===== config.mk =====
export PLATFORM = sky130hd
export DESIGN_NAME = motor_relu_layer_seq
export DESIGN_NICKNAME = d
export VERILOG_FILES = /design/src/rtl/motor_relu_layer_seq.sv
export SDC_FILE = /design/constraint.sdc
export NUM_CORES = 1
export LEC_CHECK = 0
export CORE_UTILIZATION = 62
export CTS_CLUSTER_DIAMETER = 100
export DETAILED_ROUTE_END_ITERATION = 6
export DONT_BUFFER_PORTS = 1
export MAX_ROUTING_LAYER = met4
export PLACE_DENSITY = 0.79
export SLEW_MARGIN = 15
export SYNTH_ARGS = -nofsm -noshare
export SYNTH_HDL_FRONTEND = slang
export SYNTH_SLANG_ARGS = --single-unit

===== constraint.sdc =====
create_clock -name ap_clk -period 2.4 [get_ports ap_clk]
set_clock_uncertainty 0.1 [all_clocks]
set_input_delay 0.48 -clock ap_clk [delete_from_list [all_inputs] [get_ports ap_clk]]
set_output_delay 0.48 -clock ap_clk [all_outputs]
set_load 0.01 [all_outputs]

===== src/rtl/motor_relu_layer_seq.sv =====
// Sequencing controller for one activation layer of the motor MPC network.
// Streams N_ELEM pre-activation words through a shared ReLU unit onto a registered output stream.
module motor_relu_layer_seq #(
    parameter int unsigned N_ELEM = 16,
    parameter int unsigned DATA_W = 18,
    parameter int unsigned OUT_W  = 17,
    parameter int unsigned CNT_W  = 5
) (
    input  logic              ap_clk,
    input  logic              ap_rst,
    input  logic              ap_start,
    output logic              ap_idle,
    output logic              ap_ready,
    output logic              ap_done,
    input  logic [DATA_W-1:0] in_data,
    input  logic              in_valid,
    output logic              in_ready,
    output logic [DATA_W-1:0] relu_x,
    input  logic [OUT_W-1:0]  relu_y,
    output logic [OUT_W-1:0]  out_data,
    output logic              out_valid,
    input  logic              out_ready,
    output logic              out_last,
    output logic [CNT_W-1:0]  clip_cnt
);

    localparam logic [1:0] S_IDLE  = 2'd0;
    localparam logic [1:0] S_RUN   = 2'd1;
    localparam logic [1:0] S_DRAIN = 2'd2;
    localparam logic [1:0] S_DONE  = 2'd3;

    localparam logic [CNT_W-1:0] LAST_IDX = CNT_W'(N_ELEM - 1);
    localparam logic [CNT_W-1:0] FULL_CNT = CNT_W'(N_ELEM);

    logic [1:0]       state;
    logic [1:0]       state_nxt;
    logic [CNT_W-1:0] in_cnt;
    logic [CNT_W-1:0] out_cnt;
    logic             accept;
    logic             consume;
    logic             in_is_last;
    logic             in_is_clip;
    logic             pass_start;

    // Handshake decode; the output register may reload in the cycle it drains.
    assign in_ready   = (state == S_RUN) & (~out_valid | out_ready);
    assign accept     = in_valid & in_ready;
    assign consume    = out_valid & out_ready;
    assign in_is_last = (in_cnt == LAST_IDX);
    assign in_is_clip = in_data[DATA_W-1] | (in_data == '0);
    assign pass_start = (state == S_IDLE) & ap_start;

    assign relu_x   = in_data;
    assign ap_idle  = (state == S_IDLE);
    assign ap_done  = (state == S_DONE);
    assign ap_ready = accept & in_is_last;

    // State register
    always_ff @(posedge ap_clk or posedge ap_rst) begin
        if (ap_rst) begin
            state <= S_IDLE;
        end else begin
            state <= state_nxt;
        end
    end

    // Next-state logic
    always_comb begin
        state_nxt = state;
        case (state)
            S_IDLE: begin
                if (ap_start) begin
                    state_nxt = S_RUN;
                end
            end
            S_RUN: begin
                if (accept && in_is_last) begin
                    state_nxt = S_DRAIN;
                end
            end
            S_DRAIN: begin
                if (consume && out_last) begin
                    state_nxt = S_DONE;
                end
            end
            S_DONE: begin
                state_nxt = S_IDLE;
            end
            default: begin
                state_nxt = S_IDLE;
            end
        endcase
    end

    // Output register and pass counters; counters saturate at N_ELEM.
    always_ff @(posedge ap_clk or posedge ap_rst) begin
        if (ap_rst) begin
            in_cnt    <= '0;
            out_cnt   <= '0;
            clip_cnt  <= '0;
            out_data  <= '0;
            out_valid <= 1'b0;
            out_last  <= 1'b0;
        end else begin
            if (pass_start) begin
                in_cnt   <= '0;
                out_cnt  <= '0;
                clip_cnt <= '0;
            end

            if (accept) begin
                out_data  <= relu_y;
                out_valid <= 1'b1;
                out_last  <= in_is_last;
                if (in_cnt != FULL_CNT) begin
                    in_cnt <= in_cnt + CNT_W'(1);
                end
                if (in_is_clip) begin
                    clip_cnt <= clip_cnt + CNT_W'(1);
                end
            end else if (consume) begin
                out_valid <= 1'b0;
                out_last  <= 1'b0;
            end

            if (consume && (out_cnt != FULL_CNT)) begin
                out_cnt <= out_cnt + CNT_W'(1);
            end
        end
    end

endmodule


==> report_table.html <==
<table>
<tr><th>Metric</th><th>Value</th></tr>
<tr><th colspan="2">Synth</th></tr>
<tr><td>Sequential cell area fraction in the yosys report</td><td>47.8%</td></tr>
<tr><td>Post-Synthesis Cell Area</td><td>0.00162 sq mm</td></tr>
<tr><td>Largest cells by area after synthesis</td><td>dfrtp_1 (48%), nand2_1 (14%), buf_4 (8.8%)</td></tr>
<tr><td>Unique masters post-synth</td><td>33</td></tr>
<tr><td>Warnings from Yosys</td><td>0</td></tr>
<tr><td>Cell with the most instances after synthesis</td><td>nand2_1</td></tr>
<tr><td>Area leader, netlist</td><td>dfrtp_1</td></tr>
<tr><td>Post-synthesis area per instance</td><td>8.92 sq um</td></tr>
<tr><td>Cells after synthesis</td><td>182</td></tr>
<tr><td>Count of state elements after synthesis</td><td>31</td></tr>
<tr><td>Top post-synthesis cells by count</td><td>nand2_1 (62), dfrtp_1 (31), buf_4 (19)</td></tr>
<tr><td>Count of flip-flops with a built-in enable after synthesis</td><td>0</td></tr>
<tr><td>Most instantiated flip-flop cell in the synthesis netlist</td><td>dfrtp_1</td></tr>
<tr><td>Net count after synthesis</td><td>230</td></tr>
<tr><td>Portion of synthesized cell area occupied by the leading cell type</td><td>47.8%</td></tr>
<tr><td>Share of flip-flops with an asynchronous set or reset</td><td>100%</td></tr>
<tr><th colspan="2">Place</th></tr>
<tr><td>Final estimated routing congestion in global placement</td><td>0.786</td></tr>
<tr><td>DP Area</td><td>0.00152 sq mm</td></tr>
<tr><td>Total half-perimeter wirelength after legalization and detailed placement</td><td>2170 um</td></tr>
<tr><td>Count of input and output buffers</td><td>0</td></tr>
<tr><td>Pre-CTS setup slack</td><td>0.342 ns</td></tr>
<tr><th colspan="2">STA</th></tr>
<tr><td>Peak Freq</td><td>472 MHz</td></tr>
<tr><td>Remaining max-slew budget at the tightest pin</td><td>70.8%</td></tr>
<tr><td>Setup repair after global routing missed its margin</td><td>no</td></tr>
<tr><td>Final-layout setup total negative slack</td><td>0 ns</td></tr>
<tr><td>Clock period minus worst slack</td><td>2.12 ns</td></tr>
<tr><td>Transition time at the pin with the least slew margin</td><td>0.438 ns</td></tr>
<tr><td>Max Slew Vio Count</td><td>0</td></tr>
<tr><td>Hold Violations, Final</td><td>0</td></tr>
<tr><td>Endpoints failing setup</td><td>0</td></tr>
<tr><td>Worst path setup slack after routing</td><td>0.282 ns</td></tr>
<tr><td>Period utilisation layout</td><td>88.3%</td></tr>
<tr><th colspan="2">GRT</th></tr>
<tr><td>Congestion Overflow GR</td><td>0</td></tr>
<tr><td>Gr usage total</td><td>22.9%</td></tr>
<tr><td>Via count of the first global-routing pass</td><td>1045</td></tr>
<tr><td>Number of antenna violations at the first check in global routing</td><td>0</td></tr>
<tr><td>Global-route wire length before repair</td><td>4260 um</td></tr>
<tr><td>Maximum number of pins on one net before global-route repair</td><td>32</td></tr>
<tr><th colspan="2">Die</th></tr>
<tr><td>Die Wd</td><td>53.2 um</td></tr>
<tr><td>Die boundary height</td><td>53.2 um</td></tr>
<tr><td>Top-level I/O count</td><td>86</td></tr>
<tr><td>Cell Rows</td><td>18</td></tr>
<tr><td>Area of the core</td><td>0.00248 sq mm</td></tr>
<tr><td>Die outline area</td><td>0.00283 sq mm</td></tr>
<tr><td>Starting Density</td><td>65.5%</td></tr>
<tr><th colspan="2">Finish</th></tr>
<tr><td>Proportion of layout cells with a drive suffix above 1</td><td>8.88%</td></tr>
<tr><td>Relative area change from synthesis to final layout</td><td>-1.08%</td></tr>
<tr><td>Net count, final</td><td>216</td></tr>
<tr><td>Post-route cell area</td><td>0.00161 sq mm</td></tr>
<tr><td>Layout fillers</td><td>217</td></tr>
<tr><td>Antenna diode instance count</td><td>0</td></tr>
<tr><th colspan="2">Route</th></tr>
<tr><td>Wire length per cell</td><td>14.7 um</td></tr>
<tr><td>Detailed-route via count</td><td>1156</td></tr>
<tr><td>Initial drt markers</td><td>14</td></tr>
<tr><td>Final WL</td><td>2930 um</td></tr>
<tr><td>Antenna Violating Nets Remaining</td><td>0</td></tr>
<tr><td>Post-detailed-route DRC marker count</td><td>0</td></tr>
<tr><td>Avg Vias per Cell</td><td>5.81</td></tr>
<tr><td>Drt first pass iters</td><td>4</td></tr>
<tr><th colspan="2">CTS</th></tr>
<tr><td>Num Clock Sinks</td><td>31</td></tr>
<tr><td>Clock tree from TritonCTS</td><td>done</td></tr>
<tr><td>CTS hold repair buffers</td><td>0</td></tr>
<tr><td>Gates resized, CTS repair</td><td>0</td></tr>
<tr><td>Number of post-CTS setup repair buffers</td><td>0</td></tr>
<tr><td>Inserted Clock Buffers</td><td>5</td></tr>
<tr><td>Clock transition at the registers of the reported paths</td><td>0.10 ns</td></tr>
<tr><td>Latest clock arrival within the worst-skew pair</td><td>0.32 ns</td></tr>
<tr><td># H-tree levels</td><td>2</td></tr>
<tr><td>Number of buffers on the longest clock path</td><td>2</td></tr>
<tr><td>Root buffer selected by CTS</td><td>clkbuf_4</td></tr>
<tr><th colspan="2">Setup path</th></tr>
<tr><td>Critical path, cell by cell</td><td>ha_1, and3_1, ha_1, nand2_4, inv_1</td></tr>
<tr><td>Critical-path cell with the highest stage delay</td><td>dfrtp_1</td></tr>
<tr><td>Library cell appearing most often on the critical path</td><td>ha_1</td></tr>
<tr><td>Crit path kind</td><td>reg -&gt; out</td></tr>
<tr><td>CP bufs+invs</td><td>1</td></tr>
<tr><td>Worst Setup Start Kind</td><td>register</td></tr>
<tr><td>Arrival time at the worst endpoint</td><td>1.54 ns</td></tr>
<tr><td>Kind of cell adding the most delay to the critical path</td><td>adder cells</td></tr>
<tr><td>Required time at the endpoint of the critical path</td><td>1.82 ns</td></tr>
<tr><td>Capturing element type of the critical path</td><td>primary output</td></tr>
<tr><td>Critical-path maximum fanout</td><td>5</td></tr>
<tr><td>Max stage delay on crit path</td><td>0.43 ns</td></tr>
<tr><th colspan="2">Job</th></tr>
<tr><td>Max-cap violations</td><td>0</td></tr>
<tr><th colspan="2">Pwr</th></tr>
<tr><td>Overall power consumption</td><td>1.90 mW</td></tr>
<tr><td>Ratio of total power to cell area</td><td>1180 mW/mm^2</td></tr>
<tr><td>Cell leakage power</td><td>0.834 nW</td></tr>
<tr><td>Worst vdd ir</td><td>0.762 mV</td></tr>
<tr><th colspan="2">Status</th></tr>
<tr><td>Status</td><td>finished clean</td></tr>
<tr><th colspan="2">Worst hold path</th></tr>
<tr><td>Type of the worst min-delay path</td><td>in -&gt; async</td></tr>
</table>
state kept, by name (all words and copies together) (netlist names):
register	flops
out_valid	1
out_last	1
clip_cnt	5
in_cnt	5
state	2
out_data	17
through the flow:
step                utilization [%]  std cells  hold slack (ns)
floorplan                         -        182            0.369
global placement               61.3        191            0.367
detailed placement             61.3        191            0.383
CTS                            64.8        199           0.0139
global route                   64.8        199           0.0519
finish                         64.8        199           0.0143
cells in the final DEF, fill, tap and decap left out:
cell / n
a21oi_1: 1
a222oi_1: 1
a2bb2oi_1: 1
a311o_1: 1
a311oi_1: 1
a31oi_1: 1
and2_1: 1
and3_1: 2
buf_4: 3
bufinv_16: 1
clkbuf_4: 5
clkbuf_8: 1
clkinv_2: 1
dfrtp_1: 31
ha_1: 8
inv_1: 10
mux2_1: 1
nand2_1: 62
nand2_4: 1
nand2b_4: 1
nand3_1: 13
nand3_2: 1
nand4_1: 1
nor2_1: 2
nor3_1: 1
nor3b_1: 2
nor4_1: 3
o211ai_1: 1
o21ai_0: 5
o22ai_1: 1
o31a_1: 1
or3_1: 1
or4b_2: 1
xnor2_1: 1
xor2_1: 1
where the power goes:
part	switching, mW	internal, mW
Clock	0.176	0.246
Sequential	0.242	0.723
Combinational	0.310	0.204
area by class of cell:
class	instances	area (sq um)	area share (%)
clock buffers	6	51.3	3.20
repair buffers	3	22.5	1.40
multi-input cells	117	646	40.2
well taps	30	37.5	2.34
flip-flops and latches	31	776	48.3
inverters	10	37.5	2.34
clock inverters	2	35.0	2.18
worst paths after layout:
| path | start | to | slack [ns] | cells after the start |
|---|---|---|---|---|
| max | in_cnt[0] | ap_ready | 0.28 | 5 |
| min | ap_rst | out_data[0] | 0.01 | 2 |
| max reg2reg | state[1] | state[1] | 0.33 | 6 |
| min reg2reg | in_cnt[4] | in_cnt[4] | 0.42 | 2 |
| max in group asynchronous | ap_rst | out_data[13] | 1.91 | 2 |
| min in group ap_clk | relu_y[16] | out_data[16] | 0.16 | 2 |
layer usage:
| metal | GRT usage [%] | wire (um) | vias to the layer above |
|---|---|---|---|
| met1 | 21.6 | 1070 | 518 |
| met2 | 41.1 | 1560 | 69 |
| met5 | - | 0 | - |
| met4 | 14.0 | 80 | 0 |
| met3 | 6.03 | 222 | 11 |
| li1 | - | - | 558 |
cell families after synthesis:
group	synth area share (%)
buf+inv	12.4
mux	0.694
flops	47.8
fa+ha+maj	6.17
xor+xnor	1.08
simple gates	25.9
compound gates	5.94
Note: power is estimated with default switching activity, not from simulation.
